### config.mk
export PLATFORM = sky130hd
export DESIGN_NAME = lane_spawn_scheduler
export DESIGN_NICKNAME = d
export VERILOG_FILES = /design/src/rtl/lane_spawn_scheduler.sv
export SDC_FILE = /design/constraint.sdc
export NUM_CORES = 1
export LEC_CHECK = 0
export BUFFER_PORTS_ARGS = -buffer_cell sky130_fd_sc_hd__buf_2
export CORE_UTILIZATION = 30
export CTS_CLUSTER_DIAMETER = 50
export CTS_CLUSTER_SIZE = 25
export DETAILED_ROUTE_END_ITERATION = 8
export PLACE_DENSITY_LB_ADDON = 0.25
export REMOVE_ABC_BUFFERS = 1
export SLEW_MARGIN = 20
export SYNTH_ARGS = -nofsm -noshare
export SYNTH_HDL_FRONTEND = slang
export SYNTH_SLANG_ARGS = --single-unit
### constraint.sdc
create_clock -name clk -period 2.3 [get_ports clk]
set_clock_uncertainty 0.05 [all_clocks]
set_input_delay 0.23 -clock clk [delete_from_list [all_inputs] [get_ports clk]]
set_output_delay 0.23 -clock clk [all_outputs]
set_load 0.05 [all_outputs]
### src/rtl/lane_spawn_scheduler.sv
// Round-robin lane arbiter that turns the shared LFSR byte into a spawn offer
// (lane, speed, direction) and gives each lane its own post-spawn cooldown.
module lane_spawn_scheduler #(
    parameter int NUM_LANES = 4,
    parameter int LANE_W    = 2,
    parameter int MIN_GAP   = 16
) (
    input  logic                 clk,
    input  logic                 rst,
    input  logic                 tick,
    input  logic                 enable,
    input  logic [7:0]           rnd,
    input  logic [NUM_LANES-1:0] lane_busy,
    input  logic                 spawn_ack,
    output logic                 spawn_valid,
    output logic [LANE_W-1:0]    spawn_lane,
    output logic [1:0]           spawn_speed,
    output logic                 spawn_dir,
    output logic [7:0]           spawn_total
);

    typedef enum logic [1:0] {IDLE, ARB, OFFER} state_t;

    state_t               state;
    logic [7:0]           cooldown [NUM_LANES];
    logic [LANE_W-1:0]    last_grant;
    logic [4:0]           cd_add;
    logic [NUM_LANES-1:0] eligible;
    logic                 found;
    logic [LANE_W-1:0]    pick;

    always_comb begin
        eligible = '0;
        for (int i = 0; i < NUM_LANES; i++)
            eligible[i] = (cooldown[i] == 8'd0) && !lane_busy[i] && enable;
    end

    // Search starts one past the previous winner and wraps, so the first hit is the fairest.
    always_comb begin
        found = 1'b0;
        pick  = '0;
        for (int k = 1; k <= NUM_LANES; k++) begin
            for (int i = 0; i < NUM_LANES; i++) begin
                if (!found && (i == (int'(last_grant) + k) % NUM_LANES) && eligible[i]) begin
                    found = 1'b1;
                    pick  = LANE_W'(i);
                end
            end
        end
    end

    always_ff @(posedge clk) begin
        if (rst) begin
            state       <= IDLE;
            last_grant  <= LANE_W'(NUM_LANES - 1);
            cd_add      <= '0;
            spawn_valid <= 1'b0;
            spawn_lane  <= '0;
            spawn_speed <= 2'd0;
            spawn_dir   <= 1'b0;
            spawn_total <= 8'd0;
            for (int i = 0; i < NUM_LANES; i++)
                cooldown[i] <= 8'd0;
        end else begin
            // A fresh load on acceptance overrides the tick decrement for that lane.
            for (int i = 0; i < NUM_LANES; i++) begin
                if (state == OFFER && spawn_ack && spawn_lane == LANE_W'(i))
                    cooldown[i] <= 8'(MIN_GAP) + {3'b000, cd_add};
                else if (tick && cooldown[i] != 8'd0)
                    cooldown[i] <= cooldown[i] - 8'd1;
            end

            case (state)
                IDLE: begin
                    if (tick && enable)
                        state <= ARB;
                end
                ARB: begin
                    if (found) begin
                        spawn_valid <= 1'b1;
                        spawn_lane  <= pick;
                        spawn_speed <= (rnd[1:0] == 2'b00) ? 2'b01 : rnd[1:0];
                        spawn_dir   <= rnd[2];
                        cd_add      <= rnd[7:3];
                        state       <= OFFER;
                    end else begin
                        state <= IDLE;
                    end
                end
                OFFER: begin
                    if (spawn_ack) begin
                        spawn_valid <= 1'b0;
                        last_grant  <= spawn_lane;
                        spawn_total <= spawn_total + 8'd1;
                        state       <= IDLE;
                    end
                end
                default: state <= IDLE;
            endcase
        end
    end

endmodule

==> flow_summary_export.csv, run 1 <==
group,metric,value,unit
placement,pre_cts_slack,-142.9,ps
power,power_leakage,1.370,nW
yosys,synth_edf_count,32,
cts,clkTransAtPathRegs,120,ps
floorplan,coreArea,9328,um^2
yosys,syn_area_per_cell,9.603,um^2
power,p_per_area,589.5,nW/um^2
power,peakVddDrop,0.2140,mV
outcome,status,"complete, but fails checks",
floorplan,start_util,31.40,%
sta,setup_slack,-34.97,ps
global_route,grt_pass1_vias,2385,
power,power,2.092,mW
layout,stdcell_area,3550,um^2
cts,clock_sinks,55,
yosys,synth-seq-cells,55,
sta,finalCriticalPeriod,2335,ps
floorplan,num_io_pins,31,
cts,cts_tree,"built",
sta,setup_violations,3,
layout,final_nets,392,
sta,tightest_slew,1050,ps
routing,avgRoutedWirePerCell,14.66,um
cts,ctsRootBufferMaster,"clkbuf_8",
cts,clock_latency,320,ps
cts,cts.path.max_buffers,2,
placement,dpl_cell_area,3422,um^2
global_route,grtUsageTotal,15.42,%
yosys,yosysWarningCount,0,
yosys,synth_area,2929,um^2
floorplan,die_h,100.8,um
placement,place_congestion,0.8364,
global_route,grt_pass1_wl,12.01,mm
critical_path,arrival,2490,ps
sta,fmaxAchievable,428.3,MHz
yosys,async_flop_share,0,%
placement,dp_hpwl,5.345,mm
run,drv_cap,0,
floorplan,die_area,10160,um^2
placement,io_buffers,30,
floorplan,rows,35,
routing,drtIter0Drc,122,
yosys,synth_cells,305,
routing,drt-vias-per-instance,4.813,
routing,drc,0,
routing,drt_pass1_iterations,4,
floorplan,die_w,100.8,um
sta,slew_headroom,29.38,%
outcome,violations,"setup timing",
critical_path,crit_required,2450,ps
sta,hold_violations,0,
sta,final_max_slew_viol_count,0,
sta,fin_crit_sh,101.5,%
sta,rsz0062_at_grt,"yes",
yosys,synth_ff_type,"edfxtp_1",
yosys,synth_seq_area_share,48.53,%
cts,htree_num_levels,2,
global_route,antenna_found_initial,0,
layout,syn_to_final_growth,21.19,%
cts,ctsHoldBuffers,0,
global_route,gr-total-overflow,0,
layout,num_antenna_cells,0,
routing,num_vias,2387,
global_route,grt_max_degree,18,
critical_path,critPathCaptureType,"register",
cts,cts_buffers,5,
critical_path,crit_fanout,8,
routing,wl,7.270,mm
worst_hold_path,worst_hold_path_type,"in -> reg",
layout,drive_above_1_share,20.71,%
critical_path,path_class,"reg -> reg",
yosys,ys_types,44,
routing,postRouteAntennaNets,0,
critical_path,startpoint_type,"register",
[flip-flops by register name, indices dropped and copies added (netlist names)]
register / cells
spawn_speed: 2
cd_add: 5
spawn_total: 8
spawn_dir: 1
spawn_lane: 2
spawn_valid: 1
last_grant: 2
state: 2
cooldown: 32
[per-stage QoR]
| stage | instances | utilization (%) | setup TNS (ps) | hold slack, ps |
|---|---|---|---|---|
| after global routing | 496 | 38.06 | -831.9 | 95.64 |
| after global placement | 484 | 36.69 | -674.8 | 393.5 |
| after CTS | 495 | 38.15 | -125.7 | 82.12 |
| final | 496 | 38.06 | -61.34 | 92.83 |
| after floorplan | 298 | - | -1649 | 249.1 |
| after detailed placement | 484 | 36.69 | -1033 | 416.0 |
[report_power, final]
group          switching (mW)  internal [mW]
logic                   0.189          0.173
clock network           0.349          0.215
registers              0.0525           1.12
[worst paths after layout]
kind	start	end	slack, ps	depth (start not counted)
worst min-delay path	rnd[5]	cd_add[2]	90	3
worst max-delay path	cooldown[2][3]	spawn_speed[1]	-30	6
worst min register to register	spawn_speed[0]	spawn_speed[0]	460	2
worst max register to register	cooldown[2][3]	spawn_speed[1]	-30	6
[final cells by class]
class	count	area (um^2)
Sequential cell	55	1421
Fill cell	954	5778
Clock inverter	3	18.77
Clock buffer	5	68.82
Inverter	12	45.04
Multi-Input combinational cell	231	1435
Tap cell	129	161.4
Timing Repair Buffer	61	399.1
[cell families after synthesis]
family | count (synthesis) | synth area share, %
DFF | 55 | 48.53
muxes | 8 | 2.734
xor gates and xnor gates | 31 | 9.270
buffers and inverters | 19 | 2.691
adders and majority gates | 9 | 3.845
and+or+nand+nor | 138 | 22.60
AOI/OAI and AO/OA | 45 | 10.34
[per-layer routing]
layer,up-vias,wire (um),GRT usage [%]
li1,1207,-,-
met1,1127,3577,21.21
met2,47,3305,24.92
met3,6,318,2.219
met4,0,68,5.017
met5,-,0,0
[synthesized netlist by cell type, drive strengths merged, types with 2 or more instances]
cell type  number  area (um^2)
xnor2          13        113.9
inv            12        45.04
nor4            3        18.77
nand3           7        35.03
nor2b           3        18.77
nor3b           3        22.52
a21oi           5        25.02
ha              9        112.6
or3             6        37.54
o22ai           3        18.77
nand4           4        25.02
o211ai          2        15.01
a31oi           2        12.51
nand3b          2        15.01
mux2i           8        80.08
nand2          37        138.9
edfxtp         32        960.9
a211oi          5        37.54
o21a            2        15.01
and3            3        18.77
a21o            2        16.27
nor2           50        187.7
nor3            8        40.04
clkbuf          6        22.52
a311oi          2        17.52
nand2b          4        25.02
o21ai          17        85.08
xor2           18        157.7
dfxtp          23        460.4
[what timing repair did]
action,4_1_cts,5_1_grt
endpoints found under the setup margin,10,14
gates cloned,1,0
gates resized for setup,3,2
pin swaps,3,3
setup buffers,2,2
endpoints found under the hold margin,0,0
[layout by cell type (no fill, tap or decap), types with 2 or more instances in the layout]
cell and n:
nor2_1 50, nand2_1 37, edfxtp_1 32, buf_2 30, buf_4 29, dfxtp_1 23, xor2_1 18, o21ai_0 17
xnor2_1 13, inv_1 11, ha_1 9, nor3_1 8, nand3_1 7, mux2i_1 7, or3_1 6, a21oi_1 5
a211oi_1 5, clkbuf_8 5, nand2b_1 4, nand4_1 4, nor4_1 3, nor3b_1 3, nor2b_1 3, and3_1 3
o22ai_1 3, o211ai_1 2, nand3b_1 2, o21a_1 2, a31oi_1 2, a311oi_1 2
[critical path, stage by stage (launching register included)]
cell      delay (ps)
edfxtp_1         400
or4_4            560
or4b_4           550
a41oi_4          240
buf_12           170
mux2i_2          200
nor2_1            50
No activity file was read; power rests on OpenSTA's default activity.
==> inputs of run 2 (changes only) <==
clock period = 2.05 ns   (was 2.3 ns; I/O delays follow)
==> run 2 against run 1 <==
Effect of this change: the run still ends with setup timing left; sequential cell count unchanged; first-iteration DRC count fell by 34%; routed wire length is 0.56% higher; critical path depth grew 2; die area unchanged; via count grew 2.6%; clock power rose by 43%; design area up 7.4%; largest power group unchanged.
==> flow_summary_export.csv, run 2 (synthesis results as in run 1) <==
group,metric,value,unit
floorplan,rows,35,
critical_path,crit_fanout,7,
floorplan,num_io_pins,31,
cts,clock_sinks,55,
sta,slew_headroom,67.51,%
power,p_int,1.934,mW
floorplan,die_h,100.8,um
global_route,antenna_found_initial,0,
layout,instances_no_fill,516,
critical_path,slowest_delay,520,ps
layout,most-common-layout-cells,"49 x nor2_1, 49 x buf_4, 37 x nand2_1",
power,p_sw_share,25.27,%
cts,cts_tree,"built",
worst_hold_path,worst_hold_path_type,"in -> reg",
critical_path,path_cells,"inv_2 -> ha_1 -> or3b_4 -> or4b_4 -> a41oi_4 -> clkbuf_16 -> mux2i_1 -> nor2_1",
layout,syn_to_final_growth,30.20,%
critical_path,startpoint_type,"register",
cts,ctsHoldBuffers,0,
sta,hold_violations,0,
cts,ctsRootBufferMaster,"clkbuf_8",
global_route,grt_pass1_vias,2376,
layout,final_nets,412,
routing,top_layer_used,"met4",
layout,num_antenna_cells,0,
power,seqPwrFrac,50.2,%
routing,dr_wl_met3,213,um
sta,final_max_slew_viol_count,0,
cts,cts.path.max_buffers,2,
routing,drt_pass1_iterations,4,
global_route,gr-total-overflow,0,
routing,drtIter0Drc,80,
global_route,grt_max_degree,18,
placement,dp_cells,499,
critical_path,slowest_stage,"or4b_4",
power,combPwrFrac,18.7,%
routing,wl,7.311,mm
cts,clkTransAtPathRegs,100,ps
sta,setup_violations,20,
cts,htree_num_levels,2,
layout,drive_above_1_share,27.13,%
sta,finalCriticalPeriod,2361,ps
power,peakVddDrop,0.2992,mV
outcome,violations,"setup timing",
placement,place_congestion,0.7834,
cts,clock_latency,310,ps
critical_path,crit_required,2220,ps
outcome,status,"complete, but fails checks",
routing,num_vias,2448,
sta,tightest_slew,485.3,ps
routing,met1Wirelength,3.593,mm
critical_path,path_class,"reg -> reg",
floorplan,die_w,100.8,um
placement,dp_hpwl,5.338,mm
floorplan,die_area,10160,um^2
layout,reg_top3,"cooldown: 32 flops, spawn_total: 8 flops, cd_add: 5 flops",
floorplan,coreArea,9328,um^2
routing,avgRoutedWirePerCell,14.17,um
run,drv_cap,0,
floorplan,start_util,31.40,%
layout,largest_reg_flops,32,
critical_path,crit_buf_inv,2,
layout,largest_register,"cooldown",
sta,setup_slack,-311.1,ps
power,p_switching,0.6538,mW
routing,drc,0,
power,power_frac_clock,31.1,%
global_route,grt_pass1_wl,12.03,mm
placement,io_buffers,30,
sta,fmaxAchievable,423.5,MHz
routing,wl_met2,3.457,mm
sta,fin_crit_sh,115.2,%
critical_path,path_delay_family,"simple AND/OR/NAND/NOR gates",
routing,postRouteAntennaNets,0,
power,power_leakage,1.505,nW
global_route,grtUsageTotal,15.35,%
critical_path,critPathCaptureType,"register",
sta,rsz0062_at_grt,"yes",
power,p_per_area,678.5,nW/um^2
cts,cts_buffers,5,
routing,drt-vias-per-instance,4.744,
placement,dpl_cell_area,3535,um^2
layout,stdcell_area,3814,um^2
critical_path,arrival,2530,ps
## run 2: changes by cell type in the layout (fill, tap and decap cells not counted), moves of 2 or more
cell | before | now
buf_4 | 29 | 49
clkbuf_16 | 0 | 2
nand2b_1 | 4 | 2
nand2b_2 | 0 | 2
## run 2: layout make-up
type / instances / area (um^2)
fillers: 926 / 5514
multi-input cells: 231 / 1491
flip-flops and latches: 55 / 1421
repair buffers: 81 / 563.0
well taps: 129 / 161.4
clock buffers: 6 / 93.84
inverters: 12 / 45.04
clock inverters: 2 / 37.54
## run 2: what timing repair did
action	in CTS	in global routing
pin swaps	5	10
buffers inserted	4	5
resized for setup	7	10
endpoints found under the hold margin	0	0
endpoints found under the setup margin	28	44
cloned	1	0
## run 2: through the flow
| stage | utilization [%] | total power [mW] | hold slack (ps) | setup WS, ps | TNS [ps] |
|---|---|---|---|---|---|
| after floorplan | - | 1.572 | 224.1 | -416.3 | -4672 |
| after global placement | 37.89 | 1.767 | 369.8 | -330.8 | -5275 |
| after detailed placement | 37.89 | 1.776 | 384.3 | -399.3 | -6433 |
| after CTS | 40.21 | 2.602 | 43.30 | -308.9 | -4305 |
| after global routing | 40.89 | 2.720 | 54.22 | -394.4 | -5033 |
| final | 40.89 | 2.587 | 65.59 | -311.1 | -3619 |
## run 2: power by group through the flow
stage / sequential, mW / clock, mW / combinational (mW)
detailed placement: 1.32 / 0 / 0.454
finish: 1.30 / 0.804 / 0.485
floorplan: 1.33 / 0 / 0.245
CTS: 1.30 / 0.831 / 0.473
global placement: 1.32 / 0 / 0.448
global route: 1.31 / 0.873 / 0.539
## run 2: worst paths after layout
| path | start | cells past startpoint | slack, ps | endpoint |
|---|---|---|---|---|
| worst max register to register | cooldown[2][0] | 8 | -310 | cd_add[1] |
| worst min-delay path | rnd[1] | 2 | 70 | spawn_speed[0] |
| worst max-delay path | cooldown[2][0] | 8 | -310 | cd_add[1] |
| worst min register to register | spawn_dir | 2 | 450 | spawn_dir |
## run 2: routing by layer
metal	up-vias	track usage, %
met4	0	3.679
li1	1239	-
met5	-	0
met1	1162	20.20
met3	4	2.705
met2	43	26.19
==> inputs of run 3 (changes only) <==
CTS_BUF_LIST = sky130_fd_sc_hd__clkbuf_16   (was not set)
==> run 3 against run 2 <==
Effect of this change: the run still ends with setup timing left; first-iteration DRC count rose by 68%; die area unchanged; maximum frequency is 0.30% higher; sequential share of layout area down 0.54 points; clock power is 31% higher; sequential power hardly changed; sequential cell count stayed put; worst setup slack improved by 7.0 ps; worst hold slack improved by 24 ps; critical path type unchanged; critical endpoint unchanged; largest power group unchanged.
==> flow_summary_export.csv, run 3 (synthesis results as in run 1) <==
group,metric,value,unit
outcome,status,"complete, but fails checks",
outcome,violations,"setup timing",
cts,ctsHoldBuffers,0,
cts,htree_num_levels,2,
routing,num_vias,2462,
floorplan,num_io_pins,31,
placement,dp_hpwl,5.338,mm
critical_path,path_class,"reg -> reg",
sta,fmaxAchievable,424.8,MHz
critical_path,reg2reg_from,"cooldown[2][0]",
worst_hold_path,hp-start,"rnd[1]",
routing,postRouteAntennaNets,0,
sta,setup_violations,20,
placement,place_congestion,0.7834,
critical_path,crit_fanout,7,
global_route,grtUsageTotal,15.49,%
global_route,grt_most_used_layer,"met2",
sta,fin_crit_sh,114.8,%
cts,ctsRootBufferMaster,"clkbuf_16",
layout,largest_register,"cooldown",
sta,slew_headroom,67.51,%
layout,stdcell_area,3870,um^2
floorplan,die_area,10160,um^2
layout,syn_to_final_growth,32.12,%
critical_path,critPathCaptureType,"register",
routing,drt-vias-per-instance,4.771,
cts,cts_tree,"built",
critical_path,crit_required,2190,ps
global_route,gr-total-overflow,0,
global_route,grt_pass1_vias,2362,
routing,drt_pass1_iterations,4,
layout,final_nets,412,
global_route,antenna_found_initial,0,
layout,postLayoutCoreUtil,41.49,%
layout,largest_reg_flops,32,
routing,wl,7.303,mm
cts,clock_sinks,55,
power,p_per_area,732.1,nW/um^2
critical_path,startpoint_type,"register",
sta,hold_violations,0,
layout,num_antenna_cells,0,
floorplan,die_h,100.8,um
power,peakVddDrop,0.4877,mV
critical_path,r2r_end,"cd_add[1]",
cts,clock_latency,290,ps
global_route,met2_usage,25.92,%
sta,finalCriticalPeriod,2354,ps
global_route,grt_pass1_wl,12.06,mm
floorplan,die_w,100.8,um
worst_hold_path,worst_hold_path_type,"in -> reg",
floorplan,start_util,31.40,%
critical_path,rr_worst_depth,8,
sta,hold_slack,89.57,ps
routing,drtIter0Drc,134,
sta,tns,-3524,ps
sta,rsz0062_at_grt,"yes",
global_route,use_met3,2.913,%
placement,dpl_cell_area,3535,um^2
global_route,grt_max_degree,18,
floorplan,coreArea,9328,um^2
cts,cts_buffers,5,
critical_path,rrSetupSlack,-300,ps
placement,io_buffers,30,
sta,setup_slack,-304.1,ps
global_route,use_met1,20.68,%
worst_hold_path,whs_endpoint,"spawn_speed[0]",
floorplan,rows,35,
power,power_leakage,1.531,nW
routing,drc,0,
layout,drive_above_1_share,27.13,%
worst_hold_path,holdPathStages,2,
sta,final_max_slew_viol_count,0,
placement,pre_cts_slack,-399.3,ps
cts,clkTransAtPathRegs,70,ps
run,drv_cap,0,
layout,most-common-layout-cells,"49 x nor2_1, 49 x buf_4, 37 x nand2_1",
layout,reg_top3,"cooldown: 32 flops, spawn_total: 8 flops, cd_add: 5 flops",
layout,final.fill_count,917,
sta,tightest_slew,485.2,ps
routing,avgRoutedWirePerCell,14.15,um
cts,cts.path.max_buffers,2,
critical_path,arrival,2490,ps
==> run 3: worst max path at each step <==
stage                               from        endpoint  slack, ps  cells past startpoint
after CTS                 cooldown[2][1]       cd_add[0]       -310                      8
after floorplan           cooldown[2][0]       spawn_dir       -420                      7
final                     cooldown[2][0]       cd_add[1]       -300                      8
after global routing      cooldown[2][0]       cd_add[2]       -380                      8
after global placement    cooldown[2][0]   spawn_lane[0]       -330                      8
after detailed placement  cooldown[2][0]  spawn_speed[0]       -400                      8
==> run 3: per-layer routing <==
layer / up-vias / wire (um)
met5: - / 0
met4: 0 / 63
met3: 6 / 271
met2: 52 / 3407
met1: 1163 / 3561
li1: 1241 / -
==> run 3: through the flow <==
step / cells / total power [mW]
after floorplan: 298 / 1.572
after global placement: 499 / 1.767
after detailed placement: 499 / 1.776
after CTS: 512 / 2.845
after global routing: 516 / 2.965
final: 516 / 2.833
==> run 3: area by class of cell <==
| type | count | area [um^2] | share of cell area (%) |
|---|---|---|---|
| Timing Repair Buffer | 81 | 563.0 | 14.55 |
| Multi-Input combinational cell | 231 | 1491 | 38.54 |
| Clock buffer | 6 | 150.1 | 3.880 |
| Tap cell | 129 | 161.4 | 4.171 |
| Inverter | 12 | 45.04 | 1.164 |
| Sequential cell | 55 | 1421 | 36.73 |
| Clock inverter | 2 | 37.54 | 0.9699 |
==> run 3: what timing repair did <==
item | 4_1_cts | 5_1_grt
gates cloned | 1 | 0
setup buffers | 4 | 5
gates resized for setup | 7 | 10
setup endpoints to repair | 28 | 44
pin swaps | 4 | 8
==> run 3: where the power goes <==
| group | internal, mW | leakage, nW | switching [mW] |
|---|---|---|---|
| logic | 0.247 | 0.914 | 0.240 |
| registers | 1.25 | 0.528 | 0.0483 |
| clock network | 0.651 | 0.0882 | 0.396 |
==> run 3: worst max-delay path, cell delays in order (launching register included) <==
cell	delay, ps
edfxtp_1	410
inv_2	80
ha_1	140
or3b_4	380
or4b_4	520
a41oi_4	250
clkbuf_16	210
mux2i_1	180
nor2_1	50
